<file path="src/rtl/x7seg_scan_ctrl.sv">
// x7seg_scan_ctrl: 4-digit seven-segment scan controller.
// It scans the digits with a blanking gap in every slot and decodes hex to segments.
// Leading zeros can be suppressed, and new values are double-buffered so they change only at frame boundaries.
module x7seg_scan_ctrl #(
  parameter int unsigned SLOT_CYCLES  = 50000,
  parameter int unsigned BLANK_CYCLES = 1000,
  parameter logic [15:0] INIT_VAL     = 16'h1234
) (
  input  logic        clk,
  input  logic        clr_n,
  input  logic        en,
  input  logic        load,
  input  logic [15:0] data_in,
  input  logic [3:0]  dp_in,
  input  logic        zsup_in,
  output logic        busy,
  output logic        frame_done,
  output logic [3:0]  an,
  output logic [6:0]  a_to_g,
  output logic        dp
);

  localparam int unsigned CNT_W       = (SLOT_CYCLES > 1) ? $clog2(SLOT_CYCLES) : 1;
  localparam int unsigned SHOW_CYCLES = SLOT_CYCLES - BLANK_CYCLES;
  localparam logic [CNT_W-1:0] CNT_LAST  = CNT_W'(SLOT_CYCLES - 1);
  localparam logic [CNT_W-1:0] CNT_BLANK = CNT_W'(SHOW_CYCLES);

  localparam logic [0:0] ST_SHOW  = 1'b0;
  localparam logic [0:0] ST_BLANK = 1'b1;

  typedef struct packed {
    logic [15:0] data;
    logic [3:0]  dp;
    logic        zsup;
  } disp_t;

  logic [0:0]       r_state, w_state_nxt;
  logic [CNT_W-1:0] r_cnt, w_cnt_nxt;
  logic [1:0]       r_dig, w_dig_nxt;
  logic             w_commit;
  logic             w_frame_nxt;

  disp_t            r_disp, r_stage;
  logic             r_busy;
  logic             r_frame_done;
  logic [3:0]       r_an;
  logic [6:0]       r_seg;
  logic             r_dp;

  logic [3:0]       w_nib;
  logic             w_supp;
  logic             w_vis;

  // Active-low hex-to-segment patterns, bit 6 = a ... bit 0 = g.
  function automatic logic [6:0] hex7(input logic [3:0] n);
    case (n)
      4'h0: hex7 = 7'b0000001;
      4'h1: hex7 = 7'b1001111;
      4'h2: hex7 = 7'b0010010;
      4'h3: hex7 = 7'b0000110;
      4'h4: hex7 = 7'b1001100;
      4'h5: hex7 = 7'b0100100;
      4'h6: hex7 = 7'b0100000;
      4'h7: hex7 = 7'b0001111;
      4'h8: hex7 = 7'b0000000;
      4'h9: hex7 = 7'b0000100;
      4'hA: hex7 = 7'b0001000;
      4'hB: hex7 = 7'b1100000;
      4'hC: hex7 = 7'b0110001;
      4'hD: hex7 = 7'b1000010;
      4'hE: hex7 = 7'b0110000;
      default: hex7 = 7'b0111000;
    endcase
  endfunction

  // Scan state register: phase, slot counter and digit index.
  always_ff @(posedge clk or negedge clr_n) begin
    if (!clr_n) begin
      r_state <= ST_SHOW;
      r_cnt   <= '0;
      r_dig   <= 2'd0;
    end else begin
      r_state <= w_state_nxt;
      r_cnt   <= w_cnt_nxt;
      r_dig   <= w_dig_nxt;
    end
  end

  // Next scan position. At the end of a slot the scan moves to the next digit, and after digit 3 it reaches the frame commit point.
  always_comb begin
    w_state_nxt = r_state;
    w_cnt_nxt   = r_cnt + CNT_W'(1);
    w_dig_nxt   = r_dig;
    w_commit    = 1'b0;
    case (r_state)
      ST_SHOW: begin
        if (w_cnt_nxt >= CNT_BLANK) w_state_nxt = ST_BLANK;
      end
      default: begin
        if (r_cnt == CNT_LAST) begin
          w_state_nxt = ST_SHOW;
          w_cnt_nxt   = '0;
          w_dig_nxt   = r_dig + 2'd1;
          w_commit    = (r_dig == 2'd3);
        end
      end
    endcase
    w_frame_nxt = (w_dig_nxt == 2'd3) && (w_cnt_nxt == CNT_LAST);
  end

  // Staging handshake. The commit takes the old staged value, and a coincident load re-arms busy.
  always_ff @(posedge clk or negedge clr_n) begin
    if (!clr_n) begin
      r_disp.data  <= INIT_VAL;
      r_disp.dp    <= 4'h0;
      r_disp.zsup  <= 1'b0;
      r_stage      <= '0;
      r_busy       <= 1'b0;
      r_frame_done <= 1'b0;
    end else begin
      r_frame_done <= w_frame_nxt;
      if (w_commit && r_busy) r_disp <= r_stage;
      if (load) begin
        r_stage.data <= data_in;
        r_stage.dp   <= dp_in;
        r_stage.zsup <= zsup_in;
        r_busy       <= 1'b1;
      end else if (w_commit) begin
        r_busy <= 1'b0;
      end
    end
  end

  // Select the active nibble and decide whether the digit is lit.
  always_comb begin
    w_nib  = 4'(r_disp.data >> {r_dig, 2'b00});
    w_supp = 1'b0;
    case (r_dig)
      2'd3:    w_supp = (r_disp.data[15:12] == 4'h0);
      2'd2:    w_supp = (r_disp.data[15:8]  == 8'h00);
      2'd1:    w_supp = (r_disp.data[15:4]  == 12'h000);
      default: w_supp = 1'b0;
    endcase
    w_supp = w_supp && r_disp.zsup;
    w_vis  = en && (r_state == ST_SHOW) && !w_supp;
  end

  // Registered display drive, one clock behind the scan state.
  always_ff @(posedge clk or negedge clr_n) begin
    if (!clr_n) begin
      r_an  <= 4'b1111;
      r_seg <= 7'b1111111;
      r_dp  <= 1'b1;
    end else if (w_vis) begin
      r_an  <= ~(4'b0001 << r_dig);
      r_seg <= hex7(w_nib);
      r_dp  <= ~r_disp.dp[r_dig];
    end else begin
      r_an  <= 4'b1111;
      r_seg <= 7'b1111111;
      r_dp  <= 1'b1;
    end
  end

  assign busy       = r_busy;
  assign frame_done = r_frame_done;
  assign an         = r_an;
  assign a_to_g     = r_seg;
  assign dp         = r_dp;

endmodule

</file>
<file path="config.mk">
export PLATFORM = sky130hd
export DESIGN_NAME = x7seg_scan_ctrl
export DESIGN_NICKNAME = d
export VERILOG_FILES = /design/src/rtl/x7seg_scan_ctrl.sv
export SDC_FILE = /design/constraint.sdc
export NUM_CORES = 1
export LEC_CHECK = 0
export CAP_MARGIN = 20
export CORE_ASPECT_RATIO = 1.75
export CORE_MARGIN = 4
export CORE_UTILIZATION = 40
export CTS_BUF_LIST = sky130_fd_sc_hd__clkbuf_4
export CTS_CLUSTER_SIZE = 30
export DETAILED_ROUTE_END_ITERATION = 8
export PLACE_DENSITY = 0.64
export SETUP_SLACK_MARGIN = 0.5
export SLEW_MARGIN = 20
export SYNTH_ARGS = -nofsm -noshare
export SYNTH_HDL_FRONTEND = slang
export SYNTH_SLANG_ARGS = --single-unit
</file>
<file path="constraint.sdc">
create_clock -name clk -period 2.93 [get_ports clk]
set_clock_uncertainty 0.2 [all_clocks]
set_input_delay 0.293 -clock clk [delete_from_list [all_inputs] [get_ports clk]]
set_output_delay 0.293 -clock clk [all_outputs]
set_load 0.1 [all_outputs]
</file>
* Yosys cells after proc, flatten, opt, wreduce, memory -nomap -nowiden
Memories as Yosys holds them, arrays and structs flattened.
Index checks and enable logic that the tools add are counted.
** Storage, ports and cells
- Flip-flop bits (word level) :: 75
- Bits in read-only memories :: 112
- Output and inout bits :: 14
- Logic and storage cells :: 57
- Memories :: 1
** Memories
- (name not given) :: words 16, width 7, rd ports 1, clocked after memory_dff 0, write ports 0, line 56 : case (n)
** Operators by class
- Add/subtract/negate cells :: 2
- Order comparisons :: 2
- Equality and inequality tests :: 6
- Shift operators :: 2
- Multiplexer cells :: 17
- Bitwise gates (word level) :: 3
- Reduce and logical (&&, ||, !) cells :: 10
** Operator list (number)
- $eq 16x16->1 const B :: 2
- $mux 16 :: 2
- $add 16x1->16 const B :: 1
- $ge 16x16->1 const B :: 1
- $shr 16x4->4 :: 1
- $logic_not 12->1 :: 1
- $mux 1 :: 9
- $logic_not 8->1 :: 1
- $mux 7 :: 1
- $eq 2x2->1 const B :: 3
- $logic_and 1x1->1 :: 5
- $logic_not 4->1 :: 1
- $mux 2 :: 2
- $mux 4 :: 1
- $not 4->4 :: 1
- $shl 1x2->4 const A :: 1
- $lt 2x3->1 const B :: 1
- $pmux 1 s3 :: 1
- $add 2x1->2 const B :: 1
- $bmux 1 s2 :: 1
- $eq 2x1->1 const B :: 1
- $not 1->1 :: 2
- $reduce_bool 2->1 :: 1
- $logic_not 1->1 :: 1

* Depth between registers and ports, before layout
- Depth after elaboration :: 6
- Mapped depth :: 8

* Worst setup path before layout
OpenSTA, ideal clock, no wires.
- Path kind :: reg-to-reg
- From :: register r_dig[1]
- To :: register r_seg[3] (netlist: a_to_g[3])
- Setup time :: 89 ps
- Data arrival time :: 1989 ps
- Required time :: 2641 ps
- Path slack :: 652 ps
- Stages on the path, launching flop included :: 8
- Buffers on the path :: 1
- Cells stage by stage :: dfrtp_1 > buf_2 > mux4_2 > inv_1 > ha_1 > inv_1 > mux4_2 > nand2b_1
** Between the ends
- Longest elaborated chain between the ends :: 6
- Elaborated cells on any way between the ends :: 10
** Ends and longest elaborated chain
- start, declared :: line 39 : logic [1:0] r_dig, w_dig_nxt;
- start signal, assigned :: line 85 : r_dig <= w_dig_nxt;
- parallel branches: the longest is 5 deep, another holds $mem_v2 16x7
- $mux 7 (*) :: line 154 : end else if (w_vis) begin
- end signal, assigned :: line 156 : r_seg <= hex7(w_nib);
- end, declared :: line 47 : logic [6:0] r_seg;
Every way passes the cells marked *.
A chain may end at the register's enable or synchronous reset.

* Worst setup path after layout
- From :: register r_cnt[7]
- To :: register r_state
** Between the ends
- Longest elaborated chain between the ends :: 4
- Elaborated cells on any way between the ends :: 6
** Ends and longest elaborated chain
- start, declared :: line 38 : logic [CNT_W-1:0] r_cnt, w_cnt_nxt;
- start signal, assigned :: line 84 : r_cnt <= w_cnt_nxt;
- $add 16x1->16 :: line 92 : w_cnt_nxt = r_cnt + CNT_W'(1);
- $ge 16x16->1 :: line 97 : if (w_cnt_nxt >= CNT_BLANK) w_state_nxt = ST_BLANK;
- $mux 1 :: line 97
- $mux 1 (*) :: line 95 : case (r_state)
- named net w_state_nxt :: line 37 : logic [0:0] r_state, w_state_nxt;
- end signal, assigned :: line 83 : r_state <= w_state_nxt;
- end, declared :: line 37
The timed path passes the listed nets; every way through them passes the cells marked *.

==> results.toml <==
[synth]
synth_edf_count = 0
synth_cells = 328
yosysWarnings = 0
ys.flop_type = "dfrtp_1"
syn_area_um2 = 3831
synth-compound-area-share_pct = 7.479
yosys.area_share.adder_pct = 4.246
yosys.area_share.simple_pct = 14.44
synth_seq_cells = 75
ys_seq_area_share_pct = 49.54
syn_area_per_cell_um2 = 11.68
synth_nets = 366
synthArstFlopShare_pct = 100.0
synth_top_family_by_area = "multiplexers"
synth.distinct_cells = 54
synth.mux.area_fraction_pct = 16.92
synth_xor_area_share_pct = 3.658

[worst_setup_path]
timing.rr.start = "r_cnt[7]$_DFF_PN0_"
startpoint = "r_cnt[7]$_DFF_PN0_"
path_delay_family = "simple AND/OR/NAND/NOR gates"
worstReg2RegEnd = "r_state$_DFF_PN0_"
critPathMaxFanout = 13
path_class = "reg -> reg"
start_kind = "register"
rrSetupSlack_ns = 0.62
path_cells = "nand3_1 > nor3_2 > xnor2_1 > or4b_1 > o31ai_2"
cp-endpoint = "r_state$_DFF_PN0_"
worst-path-stages = 5
cp.required_ns = 3.07
cp.arrival_ns = 2.45
cp-end-kind = "register"
crit_buf_inv = 0
rr_worst_depth = 5
cpMaxStageDelayCell = "dfrtp_1"
max_stage_delay_ns = 0.62

[clocking]
cts.clk_slew.worst_paths_ns = 0.12
cts-root-buf = "clkbuf_4"
clock_path_buffers = 2
cts_sinks = 75
cts_tree = "done"
clk_latency_ns = 0.42
cts_buffers = 9
htree_levels = 3

[timing]
setup_violations = 0
fmax_ghz = 0.4333
rsz0062_at_grt = "true"
min_period_ns = 2.308
setup_slack_ns = 0.6221
finalCritPeriodShare_pct = 78.77
slew_headroom_pct = 38.88
worst_hold_slack_ns = 0.2684
final_max_slew_viol_count = 0
final.setup.tns_ns = 0
worst_pin_slew_ns = 0.9169
hold_viol = 0

[finish]
area_growth_pct = 15.64
fillers = 906
nets = 401
final_cell_mix = "57 x dfrtp_1, 42 x mux2_2, 24 x buf_4"
stdcell_count = 491
final_area_um2 = 4431
final_common_cell = "dfrtp_1"
fin_util_pct = 47.09
drive_above_1_share_pct = 30.71

[placement]
routabilityCongestion = 0.9523
port_buffers = 38
place_inst = 473
placed_cell_area_um2 = 4299
place_hpwl_um = 6040
place_ws_ns = 0.5282

[floorplanning]
die_h_um = 137.5
initial_core_util_pct = 40.72
rows = 47
die_x_um = 81.98
io_pins = 39
die-area_um2 = 11270
core-area_um2 = 9409

[routing]
wl_per_cell_um = 16.43
drc = 0
drt_iter0_markers = 153
avgViaCountPerCell = 5.460
ant_nets = 0
route.vias.total = 2681
wirelength_um = 8068
first_pass_iters = 4

[power_and_ir_drop]
leakagePower_nw = 1.787
vdd_drop_max_uv = 239.6
total_power_mw = 1.770
p_per_area_nw_per_um2 = 399.5

[run_status]
outcome = "finished, final reports clean"

[grt]
grt_max_degree = 76
grt_pass1_wl_um = 13280
grt_pass1_vias = 2676
antenna_found_initial = 1
grt_use_total_pct = 15.95
grt-ovfl-total = 0

[job]
maxCapViolations = 0

[hold_path]
holdCritPathClass = "in -> reg"
[worst register-to-register path: stages, from the launching register on]
cell and delay [ns]:
dfrtp_1 0.62, nand3_1 0.19, nor3_2 0.30, xnor2_1 0.17
or4b_1 0.54, o31ai_2 0.22
[where the power goes]
group | internal (mW) | switching (mW)
registers | 1.07 | 0.0169
logic | 0.0640 | 0.0786
clock network | 0.189 | 0.348
[logic make-up (layout without fill, tap and decap cells)]
kind of cell | after synthesis | in the layout
buffers and inverters | 35 | 75
XOR/XNOR | 16 | 16
flip-flops | 75 | 75
AO/OA/AOI/OAI | 39 | 39
AND/OR/NAND/NOR | 98 | 98
adder cells (fa/ha/maj) | 13 | 13
multiplexers | 52 | 52
other | 0 | 1
[synth_stat cells (3+ instances only)]
| cell type | number | share of area [%] |
|---|---|---|
| dfrtp_1 | 58 | 38 |
| mux2_2 | 42 | 12 |
| nand2_1 | 20 | 2.0 |
| dfstp_2 | 17 | 12 |
| nor2_1 | 17 | 1.7 |
| clkbuf_1 | 13 | 1.3 |
| ha_1 | 13 | 4.2 |
| inv_1 | 11 | 1.1 |
| nand3_1 | 10 | 1.3 |
| xnor2_1 | 8 | 1.8 |
| xor2_1 | 8 | 1.8 |
| nor4_1 | 7 | 1.1 |
| a21oi_1 | 6 | 0.78 |
| buf_2 | 6 | 0.78 |
| mux4_2 | 6 | 3.5 |
| o21ai_0 | 6 | 0.78 |
| nand4_1 | 5 | 0.82 |
| nor2b_1 | 5 | 0.82 |
| o221ai_1 | 5 | 1.1 |
| buf_1 | 4 | 0.39 |
| mux2i_1 | 4 | 1.0 |
| nand4b_1 | 4 | 0.91 |
| nor3_1 | 4 | 0.52 |
| nor3b_1 | 4 | 0.78 |
| nand3b_1 | 3 | 0.59 |
| o211ai_1 | 3 | 0.59 |
[worst min path at each step]
stage | from | end | slack (ns) | depth (start not counted)
final | data_in[8] | r_stage[13]$_DFFE_PN0P_ | 0.27 | 2
after global routing | data_in[10] | r_stage[15]$_DFFE_PN0P_ | 0.23 | 2
after CTS | data_in[8] | r_stage[13]$_DFFE_PN0P_ | 0.24 | 2
after detailed placement | r_stage[15]$_DFFE_PN0P_ | r_stage[15]$_DFFE_PN0P_ | 0.29 | 1
after global placement | r_disp[4]$_DFFE_PN0P_ | r_disp[4]$_DFFE_PN0P_ | 0.28 | 1
after floorplan | clr_n | busy$_DFFE_PN0P_ | -0.20 | 0
[layer usage]
metal	GRT usage [%]	vias up	part of all wire, %
li1	-	1258	-
met1	16.28	1318	34
met2	28.62	79	57
met3	3.469	26	4.1
met4	9.797	0	4.6
met5	0	-	0
[layout make-up]
class	instances	area [µm²]	area share [%]
inverter	11	41.29	0.9319
sequential	75	1899	42.87
antenna	1	2.502	0.05648
tap	122	152.6	3.445
multi-input combinational	218	1802	40.67
timing repair buffer	48	420.4	9.489
clock inverter	5	30.03	0.6778
clock buffer	11	82.58	1.864
[registers in the layout (all words and copies together), names as in the netlist]
signal and flops:
a_to_g 7, an 4, busy 1, dp 1, frame_done 1, r_cnt 16, r_dig 2, r_disp 21
r_stage 21, r_state 1
[what timing repair did]
item,in CTS,in global routing
setup endpoints to repair,0,23
hold buffers,1,0
setup buffers,0,0
hold endpoints to repair,58,0
resized for setup,0,3
Note: power is estimated with default switching activity, not from simulation.
